File: src/rtl/regfile_write_arbiter_pkg.sv
// Shared types and default widths for the register-file write arbiter.
// Imported by the interface, the round-robin picker and the top level.
package regfile_write_arbiter_pkg;

    localparam int RF_DATA_W = 8;
    localparam int RF_ADDR_W = 2;

    typedef enum logic [0:0] {
        RUN = 1'b0,
        CLR = 1'b1
    } arbState_e;

endpackage

File: src/rtl/regfile_write_arbiter_if.sv
// Request/grant and register-file write bus between two requesters and the arbiter.
// The arbiter sits on the slave modport; the requester side uses master.
interface regfile_write_arbiter_if
    import regfile_write_arbiter_pkg::*;
#(
    parameter int DATA_W = RF_DATA_W,
    parameter int ADDR_W = RF_ADDR_W
);
    logic              req0;
    logic [ADDR_W-1:0] addr0;
    logic [DATA_W-1:0] data0;
    logic              req1;
    logic [ADDR_W-1:0] addr1;
    logic [DATA_W-1:0] data1;
    logic              clr_req;
    logic              gnt0;
    logic              gnt1;
    logic              busy;
    logic              RegWrite;
    logic [ADDR_W-1:0] WriteR;
    logic [DATA_W-1:0] WriteD;

    modport master (
        output req0, addr0, data0, req1, addr1, data1, clr_req,
        input  gnt0, gnt1, busy, RegWrite, WriteR, WriteD
    );

    modport slave (
        input  req0, addr0, data0, req1, addr1, data1, clr_req,
        output gnt0, gnt1, busy, RegWrite, WriteR, WriteD
    );

endinterface

File: src/rtl/regfile_write_arbiter_rr_arbiter2.sv
// Two-way round-robin pick: the prioritised requester wins a tie, otherwise
// whichever single requester is eligible wins.
module rr_arbiter2 (
    input  logic eligible0,
    input  logic eligible1,
    input  logic prio,
    output logic winner,
    output logic valid
);

    // Winner selection from eligibility and the priority pointer
    always_comb begin
        valid = eligible0 | eligible1;
        if (eligible0 && eligible1) begin
            winner = prio;
        end else if (eligible1) begin
            winner = 1'b1;
        end else begin
            winner = 1'b0;
        end
    end

endmodule

File: src/rtl/regfile_write_arbiter.sv
// Arbitrates two register-file write requesters and runs a zero-fill clear
// sequence over every register; all outputs are registered.
module regfile_write_arbiter
    import regfile_write_arbiter_pkg::*;
#(
    parameter int DATA_W = RF_DATA_W,
    parameter int ADDR_W = RF_ADDR_W
) (
    input logic                    clk,
    input logic                    Reset,
    regfile_write_arbiter_if.slave bus
);

    localparam logic [ADDR_W-1:0] LAST_IDX = {ADDR_W{1'b1}};
    localparam logic [ADDR_W-1:0] CNT_ONE  = ADDR_W'(1);

    arbState_e         state_r,    stateNext_s;
    logic [ADDR_W-1:0] cnt_r,      cntNext_s;
    logic              prio_r,     prioNext_s;
    logic              gnt0_r,     gnt0Next_s;
    logic              gnt1_r,     gnt1Next_s;
    logic              busy_r,     busyNext_s;
    logic              regWrite_r, regWriteNext_s;
    logic [ADDR_W-1:0] writeR_r,   writeRNext_s;
    logic [DATA_W-1:0] writeD_r,   writeDNext_s;

    logic eligible0_s;
    logic eligible1_s;
    logic winner_s;
    logic valid_s;

    // A request still held during its own grant cycle must not win again
    assign eligible0_s = bus.req0 & ~gnt0_r;
    assign eligible1_s = bus.req1 & ~gnt1_r;

    rr_arbiter2 u_rrArbiter (
        .eligible0 (eligible0_s),
        .eligible1 (eligible1_s),
        .prio      (prio_r),
        .winner    (winner_s),
        .valid     (valid_s)
    );

    // Next-state and next-output decode for the RUN/CLR controller
    always_comb begin
        stateNext_s    = state_r;
        cntNext_s      = cnt_r;
        prioNext_s     = prio_r;
        gnt0Next_s     = 1'b0;
        gnt1Next_s     = 1'b0;
        busyNext_s     = 1'b0;
        regWriteNext_s = 1'b0;
        writeRNext_s   = writeR_r;
        writeDNext_s   = writeD_r;
        case (state_r)
            RUN: begin
                if (bus.clr_req) begin
                    stateNext_s    = CLR;
                    cntNext_s      = {ADDR_W{1'b0}};
                    busyNext_s     = 1'b1;
                    regWriteNext_s = 1'b1;
                    writeRNext_s   = {ADDR_W{1'b0}};
                    writeDNext_s   = {DATA_W{1'b0}};
                end else if (valid_s) begin
                    regWriteNext_s = 1'b1;
                    prioNext_s     = ~winner_s;
                    if (winner_s) begin
                        gnt1Next_s   = 1'b1;
                        writeRNext_s = bus.addr1;
                        writeDNext_s = bus.data1;
                    end else begin
                        gnt0Next_s   = 1'b1;
                        writeRNext_s = bus.addr0;
                        writeDNext_s = bus.data0;
                    end
                end else begin
                    regWriteNext_s = 1'b0;
                end
            end
            CLR: begin
                // cnt_r is the index being written this cycle; clr_req is ignored here
                if (cnt_r == LAST_IDX) begin
                    stateNext_s = RUN;
                    cntNext_s   = {ADDR_W{1'b0}};
                end else begin
                    cntNext_s      = cnt_r + CNT_ONE;
                    busyNext_s     = 1'b1;
                    regWriteNext_s = 1'b1;
                    writeRNext_s   = cnt_r + CNT_ONE;
                    writeDNext_s   = {DATA_W{1'b0}};
                end
            end
            default: begin
                stateNext_s = RUN;
                cntNext_s   = {ADDR_W{1'b0}};
            end
        endcase
    end

    // State, pointer, counter and output registers with synchronous reset
    always_ff @(posedge clk) begin
        if (Reset) begin
            state_r    <= RUN;
            cnt_r      <= {ADDR_W{1'b0}};
            prio_r     <= 1'b0;
            gnt0_r     <= 1'b0;
            gnt1_r     <= 1'b0;
            busy_r     <= 1'b0;
            regWrite_r <= 1'b0;
            writeR_r   <= {ADDR_W{1'b0}};
            writeD_r   <= {DATA_W{1'b0}};
        end else begin
            state_r    <= stateNext_s;
            cnt_r      <= cntNext_s;
            prio_r     <= prioNext_s;
            gnt0_r     <= gnt0Next_s;
            gnt1_r     <= gnt1Next_s;
            busy_r     <= busyNext_s;
            regWrite_r <= regWriteNext_s;
            writeR_r   <= writeRNext_s;
            writeD_r   <= writeDNext_s;
        end
    end

    assign bus.gnt0     = gnt0_r;
    assign bus.gnt1     = gnt1_r;
    assign bus.busy     = busy_r;
    assign bus.RegWrite = regWrite_r;
    assign bus.WriteR   = writeR_r;
    assign bus.WriteD   = writeD_r;

endmodule

File: src/flat_wrapper.sv
// flat-port wrapper written by rule: the top's interface ports become plain ports
module regfile_write_arbiter_flat import regfile_write_arbiter_pkg::*;
#(
    parameter int DATA_W = RF_DATA_W,
    parameter int ADDR_W = RF_ADDR_W
)
  (clk, Reset, bus_req0, bus_addr0, bus_data0, bus_req1, bus_addr1, bus_data1, bus_clr_req, bus_gnt0, bus_gnt1, bus_busy, bus_RegWrite, bus_WriteR, bus_WriteD);
  regfile_write_arbiter_if #(.DATA_W(DATA_W), .ADDR_W(ADDR_W)) bus_i ();
  input logic clk;
  input logic Reset;
  input wire logic [$bits(bus_i.req0)-1:0] bus_req0;
  input wire logic [$bits(bus_i.addr0)-1:0] bus_addr0;
  input wire logic [$bits(bus_i.data0)-1:0] bus_data0;
  input wire logic [$bits(bus_i.req1)-1:0] bus_req1;
  input wire logic [$bits(bus_i.addr1)-1:0] bus_addr1;
  input wire logic [$bits(bus_i.data1)-1:0] bus_data1;
  input wire logic [$bits(bus_i.clr_req)-1:0] bus_clr_req;
  output wire logic [$bits(bus_i.gnt0)-1:0] bus_gnt0;
  output wire logic [$bits(bus_i.gnt1)-1:0] bus_gnt1;
  output wire logic [$bits(bus_i.busy)-1:0] bus_busy;
  output wire logic [$bits(bus_i.RegWrite)-1:0] bus_RegWrite;
  output wire logic [$bits(bus_i.WriteR)-1:0] bus_WriteR;
  output wire logic [$bits(bus_i.WriteD)-1:0] bus_WriteD;
  assign bus_i.req0 = bus_req0;
  assign bus_i.addr0 = bus_addr0;
  assign bus_i.data0 = bus_data0;
  assign bus_i.req1 = bus_req1;
  assign bus_i.addr1 = bus_addr1;
  assign bus_i.data1 = bus_data1;
  assign bus_i.clr_req = bus_clr_req;
  assign bus_gnt0 = bus_i.gnt0;
  assign bus_gnt1 = bus_i.gnt1;
  assign bus_busy = bus_i.busy;
  assign bus_RegWrite = bus_i.RegWrite;
  assign bus_WriteR = bus_i.WriteR;
  assign bus_WriteD = bus_i.WriteD;
  regfile_write_arbiter #(.DATA_W(DATA_W), .ADDR_W(ADDR_W)) u_core (.clk(clk), .Reset(Reset), .bus(bus_i));
endmodule
File: config.mk
export PLATFORM = sky130hd
export DESIGN_NAME = regfile_write_arbiter_flat
export DESIGN_NICKNAME = d
export VERILOG_FILES = /design/src/rtl/regfile_write_arbiter_pkg.sv /design/src/rtl/regfile_write_arbiter_if.sv /design/src/rtl/regfile_write_arbiter_rr_arbiter2.sv /design/src/rtl/regfile_write_arbiter.sv /design/src/flat_wrapper.sv
export SDC_FILE = /design/constraint.sdc
export NUM_CORES = 1
export LEC_CHECK = 0
export ABC_AREA = 1
export CAP_MARGIN = 10
export CORE_MARGIN = 2
export CORE_UTILIZATION = 27
export DETAILED_ROUTE_END_ITERATION = 16
export GPL_TIMING_DRIVEN = 0
export SETUP_SLACK_MARGIN = 0.3
export SLEW_MARGIN = 20
export SYNTH_ARGS = -nofsm -noshare
export SYNTH_HDL_FRONTEND = slang
export SYNTH_SLANG_ARGS = --single-unit
File: constraint.sdc
create_clock -name clk -period 2.21 [get_ports clk]
set_clock_uncertainty 0.05 [all_clocks]
set_input_delay 0.442 -clock clk [delete_from_list [all_inputs] [get_ports clk]]
set_output_delay 0.442 -clock clk [all_outputs]
set_load 0.005 [all_outputs]
==> flow_metrics.tcl <==
set metrics [dict create \
    die_w_um 60.75 \
    die_y_um 60.75 \
    cp_slowest_cell "clkdlybuf4s50_1" \
    layout_commonest_cell "clkdlybuf4s50_1" \
    h-tree-depth 1 \
    num_rows 20 \
    dp_hpwl_um 1694 \
    clock_path_buffers 2 \
    grt_pass1_wl_um 3401 \
    drt_first_pass_iters 4 \
    cp.required_ns 1.72 \
    synth_top_family_by_area "simple AND/OR/NAND/NOR gates" \
    design.die.area_mm2 0.003691 \
    avgSynthCellArea_um2 6.538 \
    core_mm2 0.003053 \
    post_cts_buffers 0 \
    yosys.area.top_type_share_pct 39.14 \
    setup_violations 0 \
    yosysTopAreaCell "dfxtp_1" \
    worstPathMaxFanout 5 \
    post_cts_resized 0 \
    grt_max_degree 11 \
    nets 202 \
    routed_via_density 4.251 \
    netlist_area_um2 869.6 \
    grtUsageTotal_pct 12.40 \
    dpl.cell_count 215 \
    synth-seq-area-share_pct 39.14 \
    num_antenna_cells 0 \
    async_flop_share_pct 0 \
    root_buffer "clkbuf_4" \
    power_density_mw_per_mm2 503.3 \
    stdcell_count 219 \
    cts_tree "done" \
    rsz0062_at_grt "false" \
    cp_num_buf_inv 1 \
    vias 931 \
    synth_area_leaders "dfxtp_1 39%, inv_1 13%, nand2_1 13%" \
    synth-main-ff-cell "dfxtp_1" \
    synth_seq_cells 17 \
    synthMuxAreaShare_pct 0 \
    ant_nets 0 \
    wl_per_cell_um 10.37 \
    fin_crit_ns 1.780 \
    worstPathArrival_ns 1.29 \
    maxCapViolCount 0 \
    grt-ovfl-total 0 \
    cp_cell_sequence "clkdlybuf4s50_1" \
    routabilityCongestion 0.7340 \
    drive_gt1_share_pct 6.286 \
    critPathKind "register to output port" \
    synthAdderAreaFrac_pct 1.439 \
    synth_edf_count 0 \
    synth_simple_gate_area_share_pct 32.81 \
    synth_compound_area_share_pct 9.496 \
    startpoint_type "register" \
    leakage_uw 0.0006156 \
    end_kind "output port" \
    portBuffers 38 \
    fmax_ghz 0.5619 \
    cts_buffers 3 \
    layout_common_cells "38 x clkdlybuf4s50_1, 31 x inv_1, 31 x nand2_1, 22 x nand3_1, 17 x dfxtp_1" \
    drt_iter0_drc 44 \
    hold_viol_final 0 \
    slowest_delay_ns 0.54 \
    clock_latency_ns 0.29 \
    setup_tns_ns 0 \
    drcViolationCount 0 \
    antenna_found_initial 0 \
    wl_um 2272 \
    start_util_pct 28.48 \
    maxSlewViolCount 0 \
    cts_sinks 17 \
    grt_pass1_vias 817 \
    ios 39 \
    synthDistinctLibCells 17 \
    fillerInstances 357 \
    post-route-period-util_pct 80.53 \
    relSlewSlack_pct 66.62 \
    ir_worst_vdd_uv 145.9 \
    cp_top_family "buffers and inverters" \
    status "complete, no violations" \
    syn2layout_area_growth_pct 53.09 \
    syn_nets 159 \
    clk_pin_slew_worst_paths_ns 0.10 \
    synthCells 133 \
    synth_xor_area_share_pct 0 \
    hp-class "register to register" \
    holdBufCountCts 0 \
    yosys_warnings 0 \
    worst_slew_pin_slew_ns 0.5008 \
]
cell families after synthesis:
logic type / Yosys count
flip-flops: 17
AO/OA/AOI/OAI: 14
buffers and inverters: 37
AND/OR/NAND/NOR: 64
adder cells (fa/ha/maj): 1
metrics by stage:
stage	setup WS [ns]	hold slack, ns	total power, uW	cell area [um^2]	util, %
detailed placement	0.3509	0.4140	507.1	1305	42.75
finish	0.4302	0.4244	670.1	1331	43.61
CTS	0.4134	0.4293	678.1	1331	43.61
global placement	0.3397	0.4043	504.5	1305	42.75
global route	0.3860	0.4409	706.1	1331	43.61
floorplan	0.9670	0.3927	417.4	869.6	-
cells in the mapped netlist, types with 2 or more instances:
cell type	instances
buf_2	2
nand2_1	31
clkbuf_1	2
nand3_1	22
inv_1	31
dfxtp_1	17
a21oi_1	12
nor2_1	7
state kept, by name, summed over array words and instances, names as in the netlist:
| name | count |
|---|---|
| u_core.bus.busy | 1 |
| u_core.bus.gnt1 | 1 |
| u_core.bus.WriteR | 2 |
| u_core.bus.RegWrite | 1 |
| u_core.cnt_r | 2 |
| u_core.bus.WriteD | 8 |
| u_core.bus.gnt0 | 1 |
| u_core.prio_r | 1 |
cell type report:
| class | count | area, um^2 | area share, % |
|---|---|---|---|
| plain buffers | 5 | 28.78 | 2.162 |
| clock buffers | 4 | 26.28 | 1.974 |
| inverters | 32 | 120.1 | 9.023 |
| multi-input cells | 79 | 380.4 | 28.57 |
| flip-flops and latches | 17 | 340.3 | 25.56 |
| well taps | 44 | 55.05 | 4.135 |
| repair buffers | 38 | 380.4 | 28.57 |
routing by layer:
metal | up-vias | GRT usage, % | wire (um)
met4 | 0 | 7.143 | 27
met2 | 21 | 21.81 | 1073
li1 | 489 | - | -
met1 | 419 | 14.53 | 1066
met5 | - | 0 | 0
met3 | 2 | 1.279 | 105
path summary, 6_finish.rpt:
check,from,endpoint,slack (ns),depth (start not counted)
setup / recovery,u_core.bus.busy,bus_busy,0.43,1
hold / removal,u_core.cnt_r[1],u_core.cnt_r[1],0.42,2
setup reg to reg,u_core.bus.gnt0,u_core.bus.WriteD[6],0.81,6
hold reg to reg,u_core.cnt_r[1],u_core.cnt_r[1],0.42,2
power breakdown:
group	internal (uW)	switching, uW
Clock	70.1	101
Sequential	323	10.6
Combinational	90.3	74.7
Total	484	186
(Power assumes the default switching activity.)
